## config.mk

```make
export PLATFORM = sky130hd
export DESIGN_NAME = des_iterative_engine_flat
export DESIGN_NICKNAME = d
export VERILOG_FILES = /design/src/rtl/des_iterative_engine_if.sv /design/src/rtl/des_iterative_engine.sv /design/src/flat_wrapper.sv
export SDC_FILE = /design/constraint.sdc
export NUM_CORES = 1
export LEC_CHECK = 0
export CAP_MARGIN = 15
export CORE_MARGIN = 4
export CORE_UTILIZATION = 20
export DETAILED_ROUTE_END_ITERATION = 10
export PLACE_DENSITY = 0.87
export SLEW_MARGIN = 20
export SYNTH_ARGS = -nofsm -noshare
export SYNTH_HDL_FRONTEND = slang
export SYNTH_SLANG_ARGS = --single-unit
```

## constraint.sdc

```tcl
create_clock -name clk -period 1.7 [get_ports clk]
set_input_delay 0.255 -clock clk [delete_from_list [all_inputs] [get_ports clk]]
set_output_delay 0.255 -clock clk [all_outputs]
set_load 0.005 [all_outputs]
```

## src/rtl/des_iterative_engine_if.sv

```systemverilog
// Request/result handshake bundle for des_iterative_engine.
//   in_valid/in_ready   : request handshake (master -> engine)
//   in_decrypt          : 0 = encrypt, 1 = decrypt
//   in_key/in_data      : 64-bit key and block, bit 63 = DES bit 1
//   out_valid/out_ready : result handshake (engine -> master)
//   out_data            : 64-bit result block
interface des_iterative_engine_if;
  localparam int unsigned BLK_W = 64;

  logic             in_valid;
  logic             in_ready;
  logic             in_decrypt;
  logic [BLK_W-1:0] in_key;
  logic [BLK_W-1:0] in_data;
  logic             out_valid;
  logic             out_ready;
  logic [BLK_W-1:0] out_data;

  modport master (
    output in_valid, in_decrypt, in_key, in_data, out_ready,
    input  in_ready, out_valid, out_data
  );

  modport slave (
    input  in_valid, in_decrypt, in_key, in_data, out_ready,
    output in_ready, out_valid, out_data
  );
endinterface

```

## src/rtl/des_iterative_engine.sv

```systemverilog
// Iterative DES encrypt/decrypt engine, UNROLL Feistel rounds per clock.
//   clk   : rising-edge clock
//   reset : synchronous active-high reset
//   busy  : engine is in RUN or DONE
//   bus   : request/result handshake (slave side)
module des_iterative_engine #(
  parameter int unsigned NUM_ROUNDS = 16,
  parameter int unsigned UNROLL     = 1
) (
  input  logic                   clk,
  input  logic                   reset,
  output logic                   busy,
  des_iterative_engine_if.slave  bus
);

  localparam int unsigned CNT_W = $clog2(NUM_ROUNDS + 1);

  if (NUM_ROUNDS < 1 || NUM_ROUNDS > 16 ||
      (UNROLL != 1 && UNROLL != 2 && UNROLL != 4 && UNROLL != 8 && UNROLL != 16) ||
      (NUM_ROUNDS % UNROLL) != 0) begin : g_bad_params
    $error("des_iterative_engine: illegal NUM_ROUNDS/UNROLL combination");
  end

  // Bit r-1 set means round r rotates by 2, otherwise by 1.
  localparam logic [15:0] SHIFT2 = 16'h7EFC;

  localparam int unsigned IP_T [64] = '{
    58,50,42,34,26,18,10,2, 60,52,44,36,28,20,12,4,
    62,54,46,38,30,22,14,6, 64,56,48,40,32,24,16,8,
    57,49,41,33,25,17,9,1,  59,51,43,35,27,19,11,3,
    61,53,45,37,29,21,13,5, 63,55,47,39,31,23,15,7};
  localparam int unsigned PC1_T [56] = '{
    57,49,41,33,25,17,9,  1,58,50,42,34,26,18, 10,2,59,51,43,35,27, 19,11,3,60,52,44,36,
    63,55,47,39,31,23,15, 7,62,54,46,38,30,22, 14,6,61,53,45,37,29, 21,13,5,28,20,12,4};
  localparam int unsigned PC2_T [48] = '{
    14,17,11,24,1,5,   3,28,15,6,21,10,  23,19,12,4,26,8,   16,7,27,20,13,2,
    41,52,31,37,47,55, 30,40,51,45,33,48, 44,49,39,56,34,53, 46,42,50,36,29,32};
  localparam int unsigned E_T [48] = '{
    32,1,2,3,4,5,     4,5,6,7,8,9,      8,9,10,11,12,13,  12,13,14,15,16,17,
    16,17,18,19,20,21, 20,21,22,23,24,25, 24,25,26,27,28,29, 28,29,30,31,32,1};
  localparam int unsigned P_T [32] = '{
    16,7,20,21,29,12,28,17, 1,15,23,26,5,18,31,10,
    2,8,24,14,32,27,3,9,    19,13,30,6,22,11,4,25};
  // Entry n = row*16 + col lives at bits [255-4n -: 4].
  localparam logic [255:0] SBOX [8] = '{
    256'hE4D12FB83A6C5907_0F74E2D1A6CB9538_41E8D62BFC973A50_FC8249175B3EA06D,
    256'hF18E6B34972DC05A_3D47F28EC01A69B5_0E7BA4D158C6932F_D8A13F42B67C05E9,
    256'hA09E63F51DC7B428_D709346A285ECBF1_D6498F30B12C5AE7_1AD069874FE3B52C,
    256'h7DE3069A1285BC4F_D8B56F03472C1AE9_A690CB7DF13E5284_3F06A1D8945BC72E,
    256'h2C417AB6853FD0E9_EB2C47D150FA3986_421BAD78F9C5630E_B8C71E2D6F09A453,
    256'hC1AF92680D34E75B_AF427C9561DE0B38_9EF528C3704A1DB6_432C95FABE17608D,
    256'h4B2EF08D3C975A61_D0B7491AE35C2F86_14BDC37EAF680592_6BD814A7950FE23C,
    256'hD2846FB1A93E50C7_1FD8A374C56B0E92_7B419CE206ADF358_21E74A8DFC90356B};

  // Decrypt starts from the key state the last encrypt round would use.
  function automatic int unsigned f_pre_rot();
    int unsigned s;
    s = 0;
    for (int unsigned r = 0; r < NUM_ROUNDS; r++) s = s + 1 + 32'(SHIFT2[4'(r)]);
    return s % 28;
  endfunction
  localparam int unsigned PRE_ROT = f_pre_rot();

  function automatic logic [27:0] f_rotl(input logic [27:0] x, input int unsigned n);
    return (x << n) | (x >> (28 - n));
  endfunction

  function automatic logic [63:0] f_ip(input logic [63:0] x);
    logic [63:0] y;
    for (int i = 0; i < 64; i++) y[6'(63-i)] = x[6'(64-IP_T[6'(i)])];
    return y;
  endfunction

  // Inverse of IP.
  function automatic logic [63:0] f_fp(input logic [63:0] x);
    logic [63:0] y;
    for (int i = 0; i < 64; i++) y[6'(64-IP_T[6'(i)])] = x[6'(63-i)];
    return y;
  endfunction

  function automatic logic [55:0] f_pc1(input logic [63:0] x);
    logic [55:0] y;
    for (int i = 0; i < 56; i++) y[6'(55-i)] = x[6'(64-PC1_T[6'(i)])];
    return y;
  endfunction

  function automatic logic [47:0] f_pc2(input logic [55:0] x);
    logic [47:0] y;
    for (int i = 0; i < 48; i++) y[6'(47-i)] = x[6'(56-PC2_T[6'(i)])];
    return y;
  endfunction

  // Expansion, S-boxes and P permutation.
  function automatic logic [31:0] f_feistel(input logic [31:0] r, input logic [47:0] k);
    logic [47:0] e;
    logic [5:0]  six;
    logic [5:0]  idx;
    logic [31:0] s;
    logic [31:0] p;
    for (int i = 0; i < 48; i++) e[6'(47-i)] = r[5'(32-E_T[6'(i)])];
    e = e ^ k;
    for (int b = 0; b < 8; b++) begin
      six = e[6'(47-6*b) -: 6];
      idx = {six[5], six[0], six[4:1]};
      s[5'(31-4*b) -: 4] = SBOX[3'(b)][8'(255 - 4*32'(idx)) -: 4];
    end
    for (int i = 0; i < 32; i++) p[5'(31-i)] = s[5'(32-P_T[5'(i)])];
    return p;
  endfunction

  typedef enum logic [1:0] {S_IDLE, S_RUN, S_DONE} state_t;

  state_t           r_state;
  state_t           w_state_nxt;
  logic [31:0]      r_l, r_r;
  logic [27:0]      r_c, r_d;
  logic [CNT_W-1:0] r_cnt;
  logic             r_dec;
  logic [63:0]      r_out_data;
  logic             r_out_valid;

  logic             w_in_ready;
  logic             w_busy;
  logic             w_accept;
  logic [CNT_W-1:0] w_cnt_nxt;
  logic             w_last;
  logic [31:0]      w_l_nxt, w_r_nxt;
  logic [27:0]      w_c_nxt, w_d_nxt;
  logic [63:0]      w_ip;
  logic [55:0]      w_pc1;

  assign w_accept  = bus.in_valid & w_in_ready;
  assign w_cnt_nxt = r_cnt + CNT_W'(UNROLL);
  assign w_last    = (w_cnt_nxt == CNT_W'(NUM_ROUNDS));
  assign w_ip      = f_ip(bus.in_data);
  assign w_pc1     = f_pc1(bus.in_key);

  // State register.
  always_ff @(posedge clk) begin
    if (reset) r_state <= S_IDLE;
    else       r_state <= w_state_nxt;
  end

  // Next-state logic.
  always_comb begin
    w_state_nxt = r_state;
    case (r_state)
      S_IDLE:  if (w_accept)      w_state_nxt = S_RUN;
      S_RUN:   if (w_last)        w_state_nxt = S_DONE;
      S_DONE:  if (bus.out_ready) w_state_nxt = S_IDLE;
      default:                    w_state_nxt = S_IDLE;
    endcase
  end

  // State-decoded outputs.
  always_comb begin
    w_in_ready = 1'b0;
    w_busy     = 1'b0;
    case (r_state)
      S_IDLE:  w_in_ready = ~reset;
      S_RUN:   w_busy     = 1'b1;
      S_DONE:  w_busy     = 1'b1;
      default: w_busy     = 1'b0;
    endcase
  end

  // UNROLL chained rounds; decrypt uses the key state before rotating right.
  always_comb begin : p_rounds
    logic [31:0] v_l, v_r, v_t;
    logic [27:0] v_c, v_d;
    logic [47:0] v_k;
    logic [3:0]  v_sidx;
    v_l = r_l;
    v_r = r_r;
    v_c = r_c;
    v_d = r_d;
    v_t = '0;
    v_k = '0;
    v_sidx = '0;
    for (int unsigned u = 0; u < UNROLL; u++) begin
      if (!r_dec) begin
        v_sidx = 4'(32'(r_cnt) + u);
        v_c = SHIFT2[v_sidx] ? {v_c[25:0], v_c[27:26]} : {v_c[26:0], v_c[27]};
        v_d = SHIFT2[v_sidx] ? {v_d[25:0], v_d[27:26]} : {v_d[26:0], v_d[27]};
        v_k = f_pc2({v_c, v_d});
      end else begin
        v_sidx = 4'(NUM_ROUNDS - 1 - (32'(r_cnt) + u));
        v_k = f_pc2({v_c, v_d});
        v_c = SHIFT2[v_sidx] ? {v_c[1:0], v_c[27:2]} : {v_c[0], v_c[27:1]};
        v_d = SHIFT2[v_sidx] ? {v_d[1:0], v_d[27:2]} : {v_d[0], v_d[27:1]};
      end
      v_t = v_l ^ f_feistel(v_r, v_k);
      v_l = v_r;
      v_r = v_t;
    end
    w_l_nxt = v_l;
    w_r_nxt = v_r;
    w_c_nxt = v_c;
    w_d_nxt = v_d;
  end

  // Datapath and result registers.
  always_ff @(posedge clk) begin
    if (reset) begin
      r_l         <= '0;
      r_r         <= '0;
      r_c         <= '0;
      r_d         <= '0;
      r_cnt       <= '0;
      r_dec       <= 1'b0;
      r_out_data  <= '0;
      r_out_valid <= 1'b0;
    end else begin
      case (r_state)
        S_IDLE: if (w_accept) begin
          r_l   <= w_ip[63:32];
          r_r   <= w_ip[31:0];
          r_c   <= bus.in_decrypt ? f_rotl(w_pc1[55:28], PRE_ROT) : w_pc1[55:28];
          r_d   <= bus.in_decrypt ? f_rotl(w_pc1[27:0],  PRE_ROT) : w_pc1[27:0];
          r_dec <= bus.in_decrypt;
          r_cnt <= '0;
        end
        S_RUN: begin
          r_l   <= w_l_nxt;
          r_r   <= w_r_nxt;
          r_c   <= w_c_nxt;
          r_d   <= w_d_nxt;
          r_cnt <= w_cnt_nxt;
          if (w_last) begin
            r_out_data  <= f_fp({w_r_nxt, w_l_nxt});
            r_out_valid <= 1'b1;
          end
        end
        S_DONE: if (bus.out_ready) r_out_valid <= 1'b0;
        default: r_out_valid <= 1'b0;
      endcase
    end
  end

  assign bus.in_ready  = w_in_ready;
  assign bus.out_valid = r_out_valid;
  assign bus.out_data  = r_out_data;
  assign busy          = w_busy;

endmodule

```

## src/flat_wrapper.sv

```systemverilog
// flat-port wrapper written by rule: the top's interface ports become plain ports
module des_iterative_engine_flat 
#(
  parameter int unsigned NUM_ROUNDS = 16,
  parameter int unsigned UNROLL     = 1
)
  (clk, reset, busy, bus_in_valid, bus_in_decrypt, bus_in_key, bus_in_data, bus_out_ready, bus_in_ready, bus_out_valid, bus_out_data);
  des_iterative_engine_if bus_i ();
  input  logic clk;
  input  logic reset;
  output logic busy;
  input wire logic [$bits(bus_i.in_valid)-1:0] bus_in_valid;
  input wire logic [$bits(bus_i.in_decrypt)-1:0] bus_in_decrypt;
  input wire logic [$bits(bus_i.in_key)-1:0] bus_in_key;
  input wire logic [$bits(bus_i.in_data)-1:0] bus_in_data;
  input wire logic [$bits(bus_i.out_ready)-1:0] bus_out_ready;
  output wire logic [$bits(bus_i.in_ready)-1:0] bus_in_ready;
  output wire logic [$bits(bus_i.out_valid)-1:0] bus_out_valid;
  output wire logic [$bits(bus_i.out_data)-1:0] bus_out_data;
  assign bus_i.in_valid = bus_in_valid;
  assign bus_i.in_decrypt = bus_in_decrypt;
  assign bus_i.in_key = bus_in_key;
  assign bus_i.in_data = bus_in_data;
  assign bus_i.out_ready = bus_out_ready;
  assign bus_in_ready = bus_i.in_ready;
  assign bus_out_valid = bus_i.out_valid;
  assign bus_out_data = bus_i.out_data;
  des_iterative_engine #(.NUM_ROUNDS(NUM_ROUNDS), .UNROLL(UNROLL)) u_core (.clk(clk), .reset(reset), .busy(busy), .bus(bus_i));
endmodule
```

=== Word-level counts from Yosys, hierarchy flattened ===
Cells that the tools add are included.

* $add $sub $neg: 1
* Multipliers: 0
* Divide/modulo/power cells: 0
* Order comparisons: 0
* Eq/ne operators: 6
* Shift-type cells: 0
* Muxes and demuxes: 11
* Bitwise gates (word level): 3
* Reduce and logical (&&, ||, !) cells: 6

{| class="wikitable"
|+ Operators by type and width
! operator !! number
|-
| $pmux W5 S2 || 1
|-
| $mux W2 || 3
|-
| $pmux W2 S3 || 1
|-
| $reduce_and A3 Y1 || 2
|-
| $add A5 B1 Y5 const B || 1
|-
| $eq A5 B5 Y1 const B || 1
|-
| $mux W5 || 1
|-
| $mux W1 || 4
|-
| $ne A2 B1 Y1 const B || 2
|-
| $pmux W1 S3 || 1
|-
| $eq A2 B1 Y1 const B || 1
|-
| $eq A2 B2 Y1 const B || 1
|-
| $logic_not A2 Y1 || 1
|-
| $ne A2 B2 Y1 const B || 1
|-
| $not A1 Y1 || 2
|-
| $reduce_and A2 Y1 || 1
|-
| $reduce_bool A2 Y1 || 1
|-
| $reduce_or A2 Y1 || 1
|-
| $and A1 B1 Y1 || 1
|}

* Flip-flop bits (word level): 8
* Latch bits: 0
* RAM bits: 0
* ROM bits: 0
* Word-level logic and storage cells: 30
* Memories kept: 0

=== Longest topological paths before layout ===
* Depth after elaboration: 5
* Gate-level depth with buffers: 6
* Gate-level depth less buffers: 6

=== Least setup slack after synthesis ===
Ideal clock, no wire load.

* Path kind: reg-to-reg
* From: register u_core.r_state[0]
* To: register u_core.r_cnt[0]
* Library setup time: 0.070 ns
* Arrival: 1.278 ns
* Data required time: 1.630 ns
* Setup slack: 0.352 ns
* Stages on the path, launching flop included: 6
* Period minus slack after synthesis: 1.348 ns
* Cell sequence: dfxtp_1 inv_1 ha_1 and2b_1 or3_1 a21oi_1

* Cells in the longest elaborated chain, start to end: 5

{| class="wikitable"
|+ Ends and longest elaborated chain
! element !! RTL line !! source
|-
| start, declared || des_iterative_engine.sv:113 || <nowiki>state_t r_state;</nowiki>
|-
| start signal, assigned || des_iterative_engine.sv:141 || <nowiki>else r_state <= w_state_nxt;</nowiki>
|-
| $logic_not A2 Y1 || - ||
|-
| $mux W1 || des_iterative_engine.sv:159 || <nowiki>case (r_state)</nowiki>
|-
| $and A1 B1 Y1 || des_iterative_engine.sv:132 || <nowiki>assign w_accept = bus.in_valid & w_in_ready;</nowiki>
|-
| $ne A2 B1 Y1 (no source line) || - ||
|-
| $reduce_and A2 Y1 (no source line) || - ||
|-
| end signal, assigned || des_iterative_engine.sv:228 || <nowiki>r_cnt <= w_cnt_nxt;</nowiki>
|-
| end, declared || des_iterative_engine.sv:117 || <nowiki>logic [CNT_W-1:0] r_cnt;</nowiki>
|}

Parallel ways exist; a longest one is shown, timed or not.
A chain may end at the register's enable or synchronous reset.

=== Worst setup path in the final report ===
* From: register u_core.r_state[0]
* To: register u_core.r_state[1]

* Cells in the longest elaborated chain, start to end: 5

{| class="wikitable"
|+ Ends and longest elaborated chain
! element !! RTL line
|-
| $logic_not A2 Y1 || -
|-
| $mux W1 || des_iterative_engine.sv:159
|-
| $and A1 B1 Y1 || des_iterative_engine.sv:132
|-
| $ne A2 B1 Y1 (no source line) || -
|-
| $reduce_and A3 Y1 (no source line) || -
|}

Parallel ways exist; a longest one is shown, timed or not.

==> impl_metrics.py <==
metrics = {
    "clock_tree": {
        "cts_tree": "yes",
        "cts.sinks": 8,
        "clk_pin_slew_ns": 0.04,
        "ctsHoldBuffers": 0,
        "cts_max_path_buffers": 2,
        "cts-root-buf": "clkbuf_8",
        "clkLatencyLatePin_ns": 0.23,
        "h-tree-depth": 1,
        "numCtsBuffers": 3,
    },
    "timing": {
        "rsz0062_at_grt": "false",
        "timing.fmax_ghz": 0.6409,
        "setup_violations": 0,
        "clock_skew_ns": 0.001789,
        "period_share_pct": 91.79,
        "hold_viol_final": 0,
        "maxSlewViolCount": 0,
        "worst_slack_ns": 0.1396,
        "hold_ws_ns": 0.5025,
        "period_minus_slack_ns": 1.560,
    },
    "worst_setup_path": {
        "crit_type": "register to register",
        "cp.arrival_ns": 1.70,
        "crit_path_end_kind": "register",
        "reg2reg_slack_ns": 0.14,
        "critical_path.max_fanout": 4,
        "required_ns": 1.84,
        "startpoint_type": "register",
    },
    "drt": {
        "met1Wirelength_um": 695,
        "dr.pass1.iters": 4,
        "vias": 662,
        "via_per_inst": 3.245,
        "drcViolationCount": 0,
        "wl_met2_um": 748,
        "wire_per_inst_um": 8.265,
        "dr_wl_met3_um": 194,
        "drt-initial-drc-count": 35,
        "drt-total-wl_um": 1686,
        "highest_layer": "met4",
        "drtAntennaViolNets": 0,
    },
    "logic_synthesis": {
        "synth-async-reset-ratio_pct": 0,
        "syn_area_mm2": 0.001021,
        "ys.flop_type": "dfxtp_1",
        "synth_top_area_share_pct": 47.79,
        "yosys_warnings": 0,
        "synth_edf_count": 0,
        "yosys-top-cells-area": "buf_4 48%, dfxtp_1 16%, ha_1 6.1%",
        "synthCells": 127,
        "synth_area_per_cell_um2": 8.039,
        "ys_types": 29,
        "synth-seq-area-share_pct": 15.69,
        "synth_top_cell_by_area": "buf_4",
        "synth_seq_cells": 8,
    },
    "cells_and_area": {
        "areaGrowthSynthToFinish_pct": -3.799,
        "layout_common_cells": "64 x conb_1, 6 x dfxtp_1, 5 x nand2_1",
        "diodes": 0,
        "drive_gt1_share_pct": 13.14,
        "final_common_cell": "conb_1",
        "finalNetCount": 277,
        "stdcell_count": 204,
        "stdcell_area_um2": 982.2,
        "fillers": 551,
    },
    "grt": {
        "grt_max_degree": 10,
        "grt_pass1_vias": 560,
        "antenna_found_initial": 0,
        "grt_usage_pct": 4.994,
        "grt_pass1_wl_um": 2490,
        "grt-ovfl-total": 0,
    },
    "placed_design": {
        "placed_cells": 199,
        "gp_congestion": 0.8559,
        "pre_cts_ws_ns": 0.005132,
        "hpwl_um": 1354,
        "io_buffer_count": 6,
        "dpl-instance-area_um2": 917.1,
    },
    "pwr": {
        "p_comb_share_pct": 36.0,
        "power.switching_uw": 235.8,
        "seq_power_share_pct": 30.8,
        "swShare_pct": 34.40,
        "ir_worst_vdd_mv": 0.2052,
        "power.internal_uw": 449.7,
        "power.share.clock_pct": 33.2,
        "p_leak_nw": 0.4728,
        "p_per_area_mw_per_mm2": 697.8,
    },
    "die": {
        "die_area_mm2": 0.006312,
        "io_pins": 200,
        "coreArea_mm2": 0.004848,
        "die_y_um": 79.45,
        "num_rows": 25,
        "die_w_um": 79.45,
        "start_util_pct": 21.06,
    },
    "status": {
        "status": "complete, no violations",
    },
    "flow_run": {
        "maxCapViolCount": 0,
    },
    "worst_hold_path": {
        "min_path_type": "register to register",
    },
}
[critical path, stage by stage (launching register included)]
cell and delay (ns):
dfxtp_2 0.33, inv_2 0.04, buf_4 0.13, ha_1 0.20
and2b_1 0.21, a21oi_4 0.18, nand4_1 0.15, a221oi_2 0.23
[area by class of cell]
| class | instances | area, µm² | share of cell area (%) |
|---|---|---|---|
| clock buffers | 3 | 41.29 | 4.204 |
| multi-input cells | 113 | 589.3 | 60.00 |
| well taps | 67 | 83.83 | 8.535 |
| inverters | 3 | 13.76 | 1.401 |
| flip-flops and latches | 8 | 162.7 | 16.56 |
| repair buffers | 10 | 91.34 | 9.299 |
[cells in the mapped netlist (2+ instances only)]
cell type and number:
and2_1 2, nand3_1 2, a21oi_1 4, dfxtp_1 8, ha_1 5, nand4_1 2
nor2_1 3, nor3_1 4, nand2b_1 3, o21ai_0 3, buf_4 65, inv_1 3
o21ai_1 2, and2b_1 2, nand2_1 5
[logic make-up (layout without fill, tap and decap cells)]
group	count (synthesis)	count (layout)	share of synthesized area (%)
DFF	8	8	15.69
and+or+nand+nor	27	27	15.32
AOI/OAI and AO/OA	17	17	12.50
adders and majority gates	5	5	6.127
buffers and inverters	69	16	50.00
other	1	64	0.3673
[power groups by stage]
stage	Combinational, mW	Clock [mW]	Sequential (mW)
floorplan	0.276	0	0.209
global placement	0.223	0	0.211
detailed placement	0.229	0	0.212
CTS	0.243	0.235	0.210
global route	0.277	0.245	0.213
finish	0.246	0.228	0.211
[through the flow]
stage	total power, mW	setup TNS, ns	utilization [%]
3_5_place_dp	0.4410	0	18.92
6_report	0.6854	0	20.26
4_1_cts	0.6875	0	20.18
3_3_place_gp	0.4340	-0.01054	18.92
2_1_floorplan	0.4851	0	-
5_1_grt	0.7352	0	20.26
[metal layers]
metal | vias to the layer above | GRT usage [%]
li1 | 311 | -
met1 | 296 | 6.535
met2 | 50 | 7.513
met3 | 5 | 0.9029
met4 | 0 | 3.093
met5 | - | 0
[final timing paths]
check                                       start                end  cells past startpoint
worst max-delay path            u_core.r_state[0]  u_core.r_state[1]                      7
worst min-delay path            u_core.r_state[1]  u_core.r_state[1]                      2
worst max register to register  u_core.r_state[0]  u_core.r_state[1]                      7
worst min register to register  u_core.r_state[1]  u_core.r_state[1]                      2
[flip-flops by register name, summed over array words and instances, names as in the netlist]
name / count
u_core.r_state: 2
u_core.r_cnt: 5
u_core.bus.out_valid: 1
[timing repair]
action,CTS,global route
pin swaps,0,0
resized for setup,6,2
buffers inserted,2,0
endpoints found under the setup margin,2,1
No activity file was read; power rests on OpenSTA's default activity.
